===== src/rtl/code_group_aligner.sv =====
// code_group_aligner
//
// Receive-side word aligner for the 1000BASE-X PCS. It sits between the PMA
// deserializer and the synchronization block. The block hunts for the comma
// pattern in a 20-bit sliding window, locks to the comma's bit offset and
// re-slices the incoming stream into true code-group boundaries.
//
// Ports:
//   clk            receive clock, all logic on the rising edge
//   rst            synchronous active-high reset
//   rx_raw         unaligned 10-bit word, bit 9 = first received bit
//   rx_raw_valid   rx_raw carries a new word this cycle
//   rx_code_group  aligned code-group, bit 9 = 'a', bit 0 = 'j'
//   PUDI           one-cycle strobe, rx_code_group updated
//   comma_det      comma found at the locked offset in the word just emitted
//   aligned        high while in LOCKED
//   align_offset   current slice offset, 0..9
//   realign_count  number of LOCKED->HUNT transitions (saturating)
//
// Configuration:
//   ALIGN_STATS_EN  when defined, realign_count counts realignment events;
//                   when undefined, the counter is absent and the port is 0.

module code_group_aligner #(
  parameter int LOCK_COMMAS = 3,
  parameter int MISS_LIMIT  = 2
) (
  input  logic        clk,
  input  logic        rst,
  input  logic [9:0]  rx_raw,
  input  logic        rx_raw_valid,
  output logic [9:0]  rx_code_group,
  output logic        PUDI,
  output logic        comma_det,
  output logic        aligned,
  output logic [3:0]  align_offset,
  output logic [15:0] realign_count
);

  localparam logic [3:0] LOCK_N = 4'(LOCK_COMMAS);
  localparam logic [3:0] MISS_N = 4'(MISS_LIMIT);

  typedef enum logic [1:0] {
    HUNT,
    CHECK,
    LOCKED
  } state_t;

  state_t      state;
  logic [9:0]  prev;
  logic [3:0]  lock_cnt;
  logic [3:0]  miss_cnt;

  logic [19:0] win;
  logic [9:0]  cand [10];
  logic [9:0]  comma_hit;
  logic        any_hit;
  logic [3:0]  first_hit;
  logic [9:0]  sel_cg;
  logic        hit_at_off;
  logic        realign_evt;

  // Build the 20-bit window and test every one of the ten slice offsets for
  // a comma. Offset k starts k bits into the previous word.
  always_comb begin
    win       = {prev, rx_raw};
    comma_hit = '0;
    for (int k = 0; k < 10; k++) begin
      cand[k]      = win[19-k -: 10];
      comma_hit[k] = (cand[k][9:3] == 7'b0011111) || (cand[k][9:3] == 7'b1100000);
    end
  end

  // Lowest offset wins when several commas hit; scanning downward lets the
  // last assignment be the smallest k.
  always_comb begin
    first_hit = 4'd0;
    for (int k = 9; k >= 0; k--) begin
      if (comma_hit[k]) first_hit = 4'(k);
    end
  end

  // Explicit mux on the current offset keeps out-of-range offsets harmless.
  always_comb begin
    sel_cg     = '0;
    hit_at_off = 1'b0;
    for (int k = 0; k < 10; k++) begin
      if (align_offset == 4'(k)) begin
        sel_cg     = cand[k];
        hit_at_off = comma_hit[k];
      end
    end
  end

  assign any_hit = |comma_hit;

  // A foreign comma while locked that would bring miss_cnt to the limit.
  assign realign_evt = rx_raw_valid && (state == LOCKED) && !hit_at_off &&
                       any_hit && ((miss_cnt + 4'd1) >= MISS_N);

  // Datapath: one registered code-group per valid word, sliced with the
  // offset in effect before this cycle's FSM update.
  always_ff @(posedge clk) begin
    if (rst) begin
      prev          <= '0;
      rx_code_group <= '0;
      PUDI          <= 1'b0;
      comma_det     <= 1'b0;
    end else if (rx_raw_valid) begin
      prev          <= rx_raw;
      rx_code_group <= sel_cg;
      PUDI          <= 1'b1;
      comma_det     <= hit_at_off;
    end else begin
      PUDI          <= 1'b0;
      comma_det     <= 1'b0;
    end
  end

  // Alignment FSM, advanced only on valid words. The offset is kept when
  // falling back to HUNT; the next comma re-latches it.
  always_ff @(posedge clk) begin
    if (rst) begin
      state        <= HUNT;
      align_offset <= '0;
      lock_cnt     <= '0;
      miss_cnt     <= '0;
      aligned      <= 1'b0;
    end else if (rx_raw_valid) begin
      unique case (state)
        HUNT: begin
          if (any_hit) begin
            align_offset <= first_hit;
            lock_cnt     <= 4'd1;
            if (LOCK_N == 4'd1) begin
              state    <= LOCKED;
              aligned  <= 1'b1;
              miss_cnt <= '0;
            end else begin
              state <= CHECK;
            end
          end
        end
        CHECK: begin
          if (hit_at_off) begin
            lock_cnt <= lock_cnt + 4'd1;
            if ((lock_cnt + 4'd1) >= LOCK_N) begin
              state    <= LOCKED;
              aligned  <= 1'b1;
              miss_cnt <= '0;
            end
          end else if (any_hit) begin
            align_offset <= first_hit;
            lock_cnt     <= 4'd1;
          end
        end
        LOCKED: begin
          if (hit_at_off) begin
            miss_cnt <= '0;
          end else if (realign_evt) begin
            state    <= HUNT;
            aligned  <= 1'b0;
            miss_cnt <= '0;
          end else if (any_hit) begin
            miss_cnt <= miss_cnt + 4'd1;
          end
        end
        default: begin
          state   <= HUNT;
          aligned <= 1'b0;
        end
      endcase
    end
  end

`ifdef ALIGN_STATS_EN
  // Saturating realignment counter, cleared only by reset.
  always_ff @(posedge clk) begin
    if (rst) begin
      realign_count <= '0;
    end else if (realign_evt && (realign_count != 16'hFFFF)) begin
      realign_count <= realign_count + 16'd1;
    end
  end
`else
  assign realign_count = '0;
`endif

endmodule


===== config.mk =====
export PLATFORM = sky130hd
export DESIGN_NAME = code_group_aligner
export DESIGN_NICKNAME = d
export VERILOG_FILES = /design/src/rtl/code_group_aligner.sv
export SDC_FILE = /design/constraint.sdc
export NUM_CORES = 1
export LEC_CHECK = 0
export CORE_MARGIN = 1.5
export CORE_UTILIZATION = 50
export DETAILED_ROUTE_END_ITERATION = 10
export PLACE_DENSITY = 0.77
export SLEW_MARGIN = 25
export SYNTH_ARGS = -nofsm -noshare
export SYNTH_HDL_FRONTEND = slang
export SYNTH_SLANG_ARGS = --single-unit

===== constraint.sdc =====
create_clock -name clk -period 2.9 [get_ports clk]
set_clock_uncertainty 0.1 [all_clocks]
set_input_delay 0.435 -clock clk [delete_from_list [all_inputs] [get_ports clk]]
set_output_delay 0.435 -clock clk [all_outputs]
set_load 0.01 [all_outputs]

==> results of run 1 <==
synthesized netlist by cell type, drive strengths merged, types with 4 or more instances:
cell    count
a211oi      5
a21oi      25
a221oi      4
a222oi      7
a22o        5
a22oi      15
a31oi       9
a32oi       4
and2        5
buf        29
clkbuf     22
dfxtp      37
ha          7
inv        13
mux2        4
mux2i      17
nand2      20
nand2b      9
nand3       7
nand4       5
nor2       39
nor3       11
nor4        6
o21ai      14
o22ai       8
or2         4
or4b        5
flip-flops by register name, summed over array words and instances, names as in the netlist:
signal / flops
lock_cnt: 4
comma_det: 1
prev: 10
rx_code_group: 10
miss_cnt: 4
PUDI: 1
align_offset: 4
aligned: 1
state: 2
worst max-delay path, cell delays in order (launching register included):
cell,delay (ns)
dfxtp_2,0.38
or4_4,0.54
o2bb2a_2,0.28
mux2i_4,0.19
a211oi_4,0.06
buf_4,0.14
a21oi_1,0.21
o31ai_2,0.15
or4_1,0.48
a21oi_1,0.17
cell type report:
type	instances	area [µm²]
Fill cell	550	2450
Multi-Input combinational cell	308	2210
Sequential cell	37	748
Timing Repair Buffer	82	671
Tap cell	77	96.3
Clock buffer	6	82.6
Inverter	13	48.8
Clock inverter	1	7.51
metal layers:
layer / up-vias / GRT usage / part of all wire
li1: 1565 / - / -
met1: 1611 / 0.342 / 0.40
met2: 183 / 0.448 / 0.47
met3: 43 / 0.0477 / 0.075
met4: 0 / 0.152 / 0.048
met5: - / 0 / 0
metrics by stage:
stage                     setup TNS, ns  utilization  hold WS [ns]  worst slack (ns)
after floorplan                       0            -         0.348            0.0317
after global placement            -4.83        0.591         0.352            -0.446
after detailed placement          -6.13        0.591         0.361            -0.530
after CTS                             0        0.607         0.371            0.0137
after global routing            -0.0284        0.612         0.395           -0.0284
final                                 0        0.612         0.369             0.101
cells by family (layout without fill, tap and decap cells):
kind of cell / after synthesis / in the layout
buf+inv: 65 / 102
simple gates: 141 / 141
compound gates: 122 / 122
mux: 21 / 21
other cells: 1 / 16
flops: 37 / 37
xor+xnor: 1 / 1
fa+ha+maj: 7 / 7
power by group through the flow:
stage          logic [µW]  clock network (µW)  registers (µW)
4_1_cts               330                 376             550
5_1_grt               369                 405             555
3_3_place_gp          323                   0             561
2_1_floorplan         224                   0             557
3_5_place_dp          329                   0             561
6_report              344                 376             552
what timing repair did:
action | 4_1_cts | 5_1_grt
pin swaps | 2 | 4
setup buffers | 0 | 1
resized for setup | 8 | 18
setup endpoints to repair | 15 | 8
worst min path at each step:
| stage | start | to | slack [ns] | cells after the start |
|---|---|---|---|---|
| 5_1_grt | rx_code_group[9] | rx_code_group[9] | 0.40 | 2 |
| 4_1_cts | rx_code_group[9] | rx_code_group[9] | 0.37 | 2 |
| 3_3_place_gp | rx_code_group[9] | rx_code_group[9] | 0.35 | 2 |
| 6_report | rx_code_group[9] | rx_code_group[9] | 0.37 | 2 |
| 3_5_place_dp | rx_code_group[9] | rx_code_group[9] | 0.36 | 2 |
| 2_1_floorplan | miss_cnt[3] | miss_cnt[3] | 0.35 | 1 |
placed cells by master, fill, tap and decap left out, drive strengths merged, types with 4 or more instances in the layout:
cell            n
a222oi          7
nor2           39
nor4            6
ha              7
conb           16
mux2i          17
a22oi          15
a22o            5
or4b            5
nand2b          9
nor3           11
a31oi           9
clkdlybuf4s50  24
nand2          20
or2             4
o22ai           8
a211oi          5
a32oi           4
clkbuf          9
buf            53
inv            13
mux2            4
nand4           5
o21ai          14
dfxtp          37
a21oi          25
a221oi          4
nand3           7
and2            5
==> results.json, run 1 <==
{
  "grt_first_pass_wirelength_mm": 15.7,
  "seq_area_frac_synth": 0.229,
  "synth_fa_ha_area_frac": 0.0271,
  "ys_seq_elements": 37,
  "p_clk_frac": 0.296,
  "routed_wl_mm": 9.48,
  "ios": 46,
  "drtAntennaViolNets": 0,
  "finalHoldViolations": 0,
  "cp-end-kind": "flip-flop",
  "cts_hold_buf": 0,
  "synth.top_cell.area_share": 0.229,
  "htreeDepth": 2,
  "ys_types": 86,
  "via_per_inst": 6.49,
  "p_per_area_mw_per_mm2": 329,
  "rr_endpoint": "align_offset[0]",
  "peakVddDrop_mv": 0.237,
  "drt_pre_antenna_iters": 6,
  "ys.flop_type": "dfxtp_1",
  "rsz0062_at_grt": "yes",
  "switching_share": 0.314,
  "dp.cells": 516,
  "synth_area_leaders": "dfxtp_1 (23%), mux2i_1 (5.0%), nor2_1 (4.5%)",
  "crit_arrival_ns": 2.91,
  "crit_end": "align_offset[0]",
  "clockBufferDepth": 2,
  "grt_overflow": 0,
  "p_sw_uw": 399,
  "drv_slew": 0,
  "p_int_uw": 872,
  "cap_violations": 0,
  "synth-xor-area-share": 0.00271,
  "via_count": 3402,
  "clockRootBuffer": "clkbuf_8",
  "critPathKind": "flip-flop to flip-flop",
  "dieArea_mm2": 0.00695,
  "combPwrFrac": 0.270,
  "avgSynthCellArea_um2": 8.18,
  "tightest_slew_ns": 0.678,
  "placed_area_mm2": 0.00373,
  "grt_pass1_vias": 3258,
  "stdcell_count": 524,
  "grt_max_degree": 26,
  "ys_warn_count": 0,
  "globalRouteTotalUtil": 0.274,
  "port_buffers": 29,
  "synth_top_family_by_area": "compound AO/OA/AOI/OAI gates",
  "drt_iter0_drc": 277,
  "wire_per_inst_um": 18.1,
  "r2r_start": "prev[0]",
  "fin_area_mm2": 0.00387,
  "clkTransAtPathRegs_ns": 0.08,
  "cts_made_buffers": 5,
  "cts_tree": "done",
  "worst_r2r_path_depth": 9,
  "dieHeight_um": 83.4,
  "rows": 29,
  "remaining_drc_errors": 0,
  "synth_top_cell_by_area": "dfxtp_1",
  "clock-sinks": 37,
  "clock.fmax_mhz": 357,
  "start_util": 0.512,
  "grt_antenna_before_repair": 0,
  "yosys.area_share.simple": 0.260,
  "gp_congestion": 0.954,
  "final-setup-viol-count": 0,
  "synthArstFlopShare": 0,
  "coreArea_mm2": 0.00631,
  "final_nets": 467,
  "die_x_um": 83.4,
  "hp-class": "flip-flop to flip-flop",
  "worstSkewPairLatency_ns": 0.29,
  "syn_area_mm2": 0.00323,
  "power_uw": 1270,
  "period_needed_ns": 2.80,
  "dp_hpwl_mm": 6.91,
  "area_delta_synth_final_pct": 19.7,
  "synth_compound_area_frac": 0.291,
  "muxShareOfSynthArea": 0.0705,
  "cp.required_ns": 3.01,
  "final_layout_size_suffix_gt1_frac": 0.244,
  "status": "finished, final reports clean",
  "crit_path_start_kind": "flip-flop",
  "finalCritPeriodShare": 0.965,
  "synth-edff-count": 0,
  "syn_inst": 395,
  "p_leak_uw": 0.00146,
  "relSlewSlack": 0.546,
  "startpoint": "prev[0]",
  "cp_max_fo": 7,
  "seqPwrFrac": 0.434,
  "antenna_cells": 0,
  "reg2reg_slack_ns": 0.10
}
(Power assumes the default switching activity.)
==> run 2, diff against run 1 <==
--- a/config.mk
+++ b/config.mk
@@ -8,6 +8,7 @@
 export CORE_MARGIN = 1.5
 export CORE_UTILIZATION = 50
 export DETAILED_ROUTE_END_ITERATION = 10
+export GPL_ROUTABILITY_DRIVEN = 0
 export PLACE_DENSITY = 0.77
 export SLEW_MARGIN = 25
 export SYNTH_ARGS = -nofsm -noshare
==> results.json, run 2 (same netlist as run 1, synthesis figures left out) <==
{
  "status": "finished, final reports clean",
  "cp-end-kind": "flip-flop",
  "rsz0062_at_grt": "no",
  "utilization": 0.609,
  "cts_tree": "done",
  "final_layout_size_suffix_gt1_frac": 0.236,
  "critPathKind": "flip-flop to flip-flop",
  "grt_pass1_vias": 3236,
  "routed_wl_mm": 9.18,
  "clock.fmax_mhz": 354,
  "drt_iter0_drc": 329,
  "worstSkewPairLatency_ns": 0.29,
  "relSlewSlack": 0.559,
  "p_int_uw": 848,
  "grt_overflow": 0,
  "area_delta_synth_final_pct": 19.1,
  "clockBufferDepth": 2,
  "antenna_cells": 0,
  "fin_hold_ws_ns": 0.369,
  "globalRouteTotalUtil": 0.258,
  "p_clk_frac": 0.289,
  "clock-sinks": 37,
  "final-setup-viol-count": 0,
  "via_per_inst": 6.48,
  "fin_ws_ns": 0.0742,
  "ios": 46,
  "fin_area_mm2": 0.00385,
  "r2r_start": "prev[0]",
  "hp-class": "flip-flop to flip-flop",
  "switching_share": 0.322,
  "die_x_um": 83.4,
  "remaining_drc_errors": 0,
  "period_needed_ns": 2.83,
  "dieArea_mm2": 0.00695,
  "drv_slew": 0,
  "peakVddDrop_mv": 0.257,
  "cap_violations": 0,
  "port_buffers": 29,
  "cts_made_buffers": 5,
  "placed_area_mm2": 0.00370,
  "p_leak_uw": 0.00144,
  "tightest_slew_ns": 0.659,
  "seqPwrFrac": 0.441,
  "most-common-layout-cells": "buf_4 (47), nor2_1 (38), dfxtp_1 (31)",
  "wire_per_inst_um": 17.6,
  "via_count": 3377,
  "p_sw_uw": 404,
  "crit_arrival_ns": 2.95,
  "htreeDepth": 2,
  "coreArea_mm2": 0.00631,
  "drtAntennaViolNets": 0,
  "dp_hpwl_mm": 6.66,
  "cp.required_ns": 3.02,
  "reg_top3": "prev x10, rx_code_group x10",
  "grt_antenna_before_repair": 0,
  "dieHeight_um": 83.4,
  "final_nets": 463,
  "dp_slack_ns": -0.495,
  "reg2reg_slack_ns": 0.07,
  "startpoint": "prev[0]",
  "cp_max_fo": 7,
  "finalCritPeriodShare": 0.974,
  "layout_commonest_cell": "buf_4",
  "grt_max_degree": 26,
  "combPwrFrac": 0.270,
  "drt_pre_antenna_iters": 5,
  "hold_path.startpoint": "rx_code_group[9]",
  "p_per_area_mw_per_mm2": 326,
  "crit_path_start_kind": "flip-flop",
  "power_uw": 1250,
  "clkTransAtPathRegs_ns": 0.08,
  "start_util": 0.512,
  "clockRootBuffer": "clkbuf_8",
  "finalHoldViolations": 0,
  "rows": 29,
  "grt_first_pass_wirelength_mm": 14.7
}
run 2: layout make-up:
class                      instances  area [µm²]
fill                             550        2470
multi-input combinational        308        2220
tap                               77        96.3
sequential                        37         751
timing repair buffer              78         648
clock inverter                     3        17.5
clock buffer                       5        68.8
inverter                          13        48.8
run 2: path summary, 6_finish.rpt:
kind                       to  depth (start not counted)
max                  state[0]                          8
min          rx_code_group[9]                          2
max reg2reg          state[0]                          8
min reg2reg  rx_code_group[9]                          2
run 2: repair_timing:
item | 4_1_cts | 5_1_grt
hold buffers | 0 | 0
pin swaps | 4 | 3
buffers inserted | 0 | 1
hold endpoints to repair | 0 | 0
gates resized for setup | 12 | 18
endpoints found under the setup margin | 14 | 7
run 2: critical path, stage by stage, from the launching register on:
cell and delay [ns]:
dfxtp_2 0.38, or4_4 0.55, o2bb2a_2 0.28, mux2i_4 0.21
a211oi_4 0.07, and2_4 0.16, o31a_1 0.30, or4b_4 0.49
a211oi_2 0.21
run 2: power groups by stage:
stage | clock network, µW | registers [µW] | logic [µW]
after detailed placement | 0 | 562 | 322
after global routing | 388 | 555 | 361
after global placement | 0 | 561 | 316
after CTS | 363 | 550 | 326
final | 362 | 553 | 338
after floorplan | 0 | 557 | 224
run 2: metrics by stage:
step,cells,setup TNS [ns]
6_report,521,0
5_1_grt,521,0
4_1_cts,520,0
2_1_floorplan,410,0
3_5_place_dp,512,-5.57
3_3_place_gp,512,-4.87
run 2: metal layers:
layer	wire length (µm)	global-route usage	vias to the layer above	part of all wire
met1	3690	0.317	1568	0.40
met2	4240	0.421	217	0.46
li1	-	-	1557	-
met3	896	0.0517	35	0.098
met4	353	0.142	0	0.038
met5	0	0	-	0
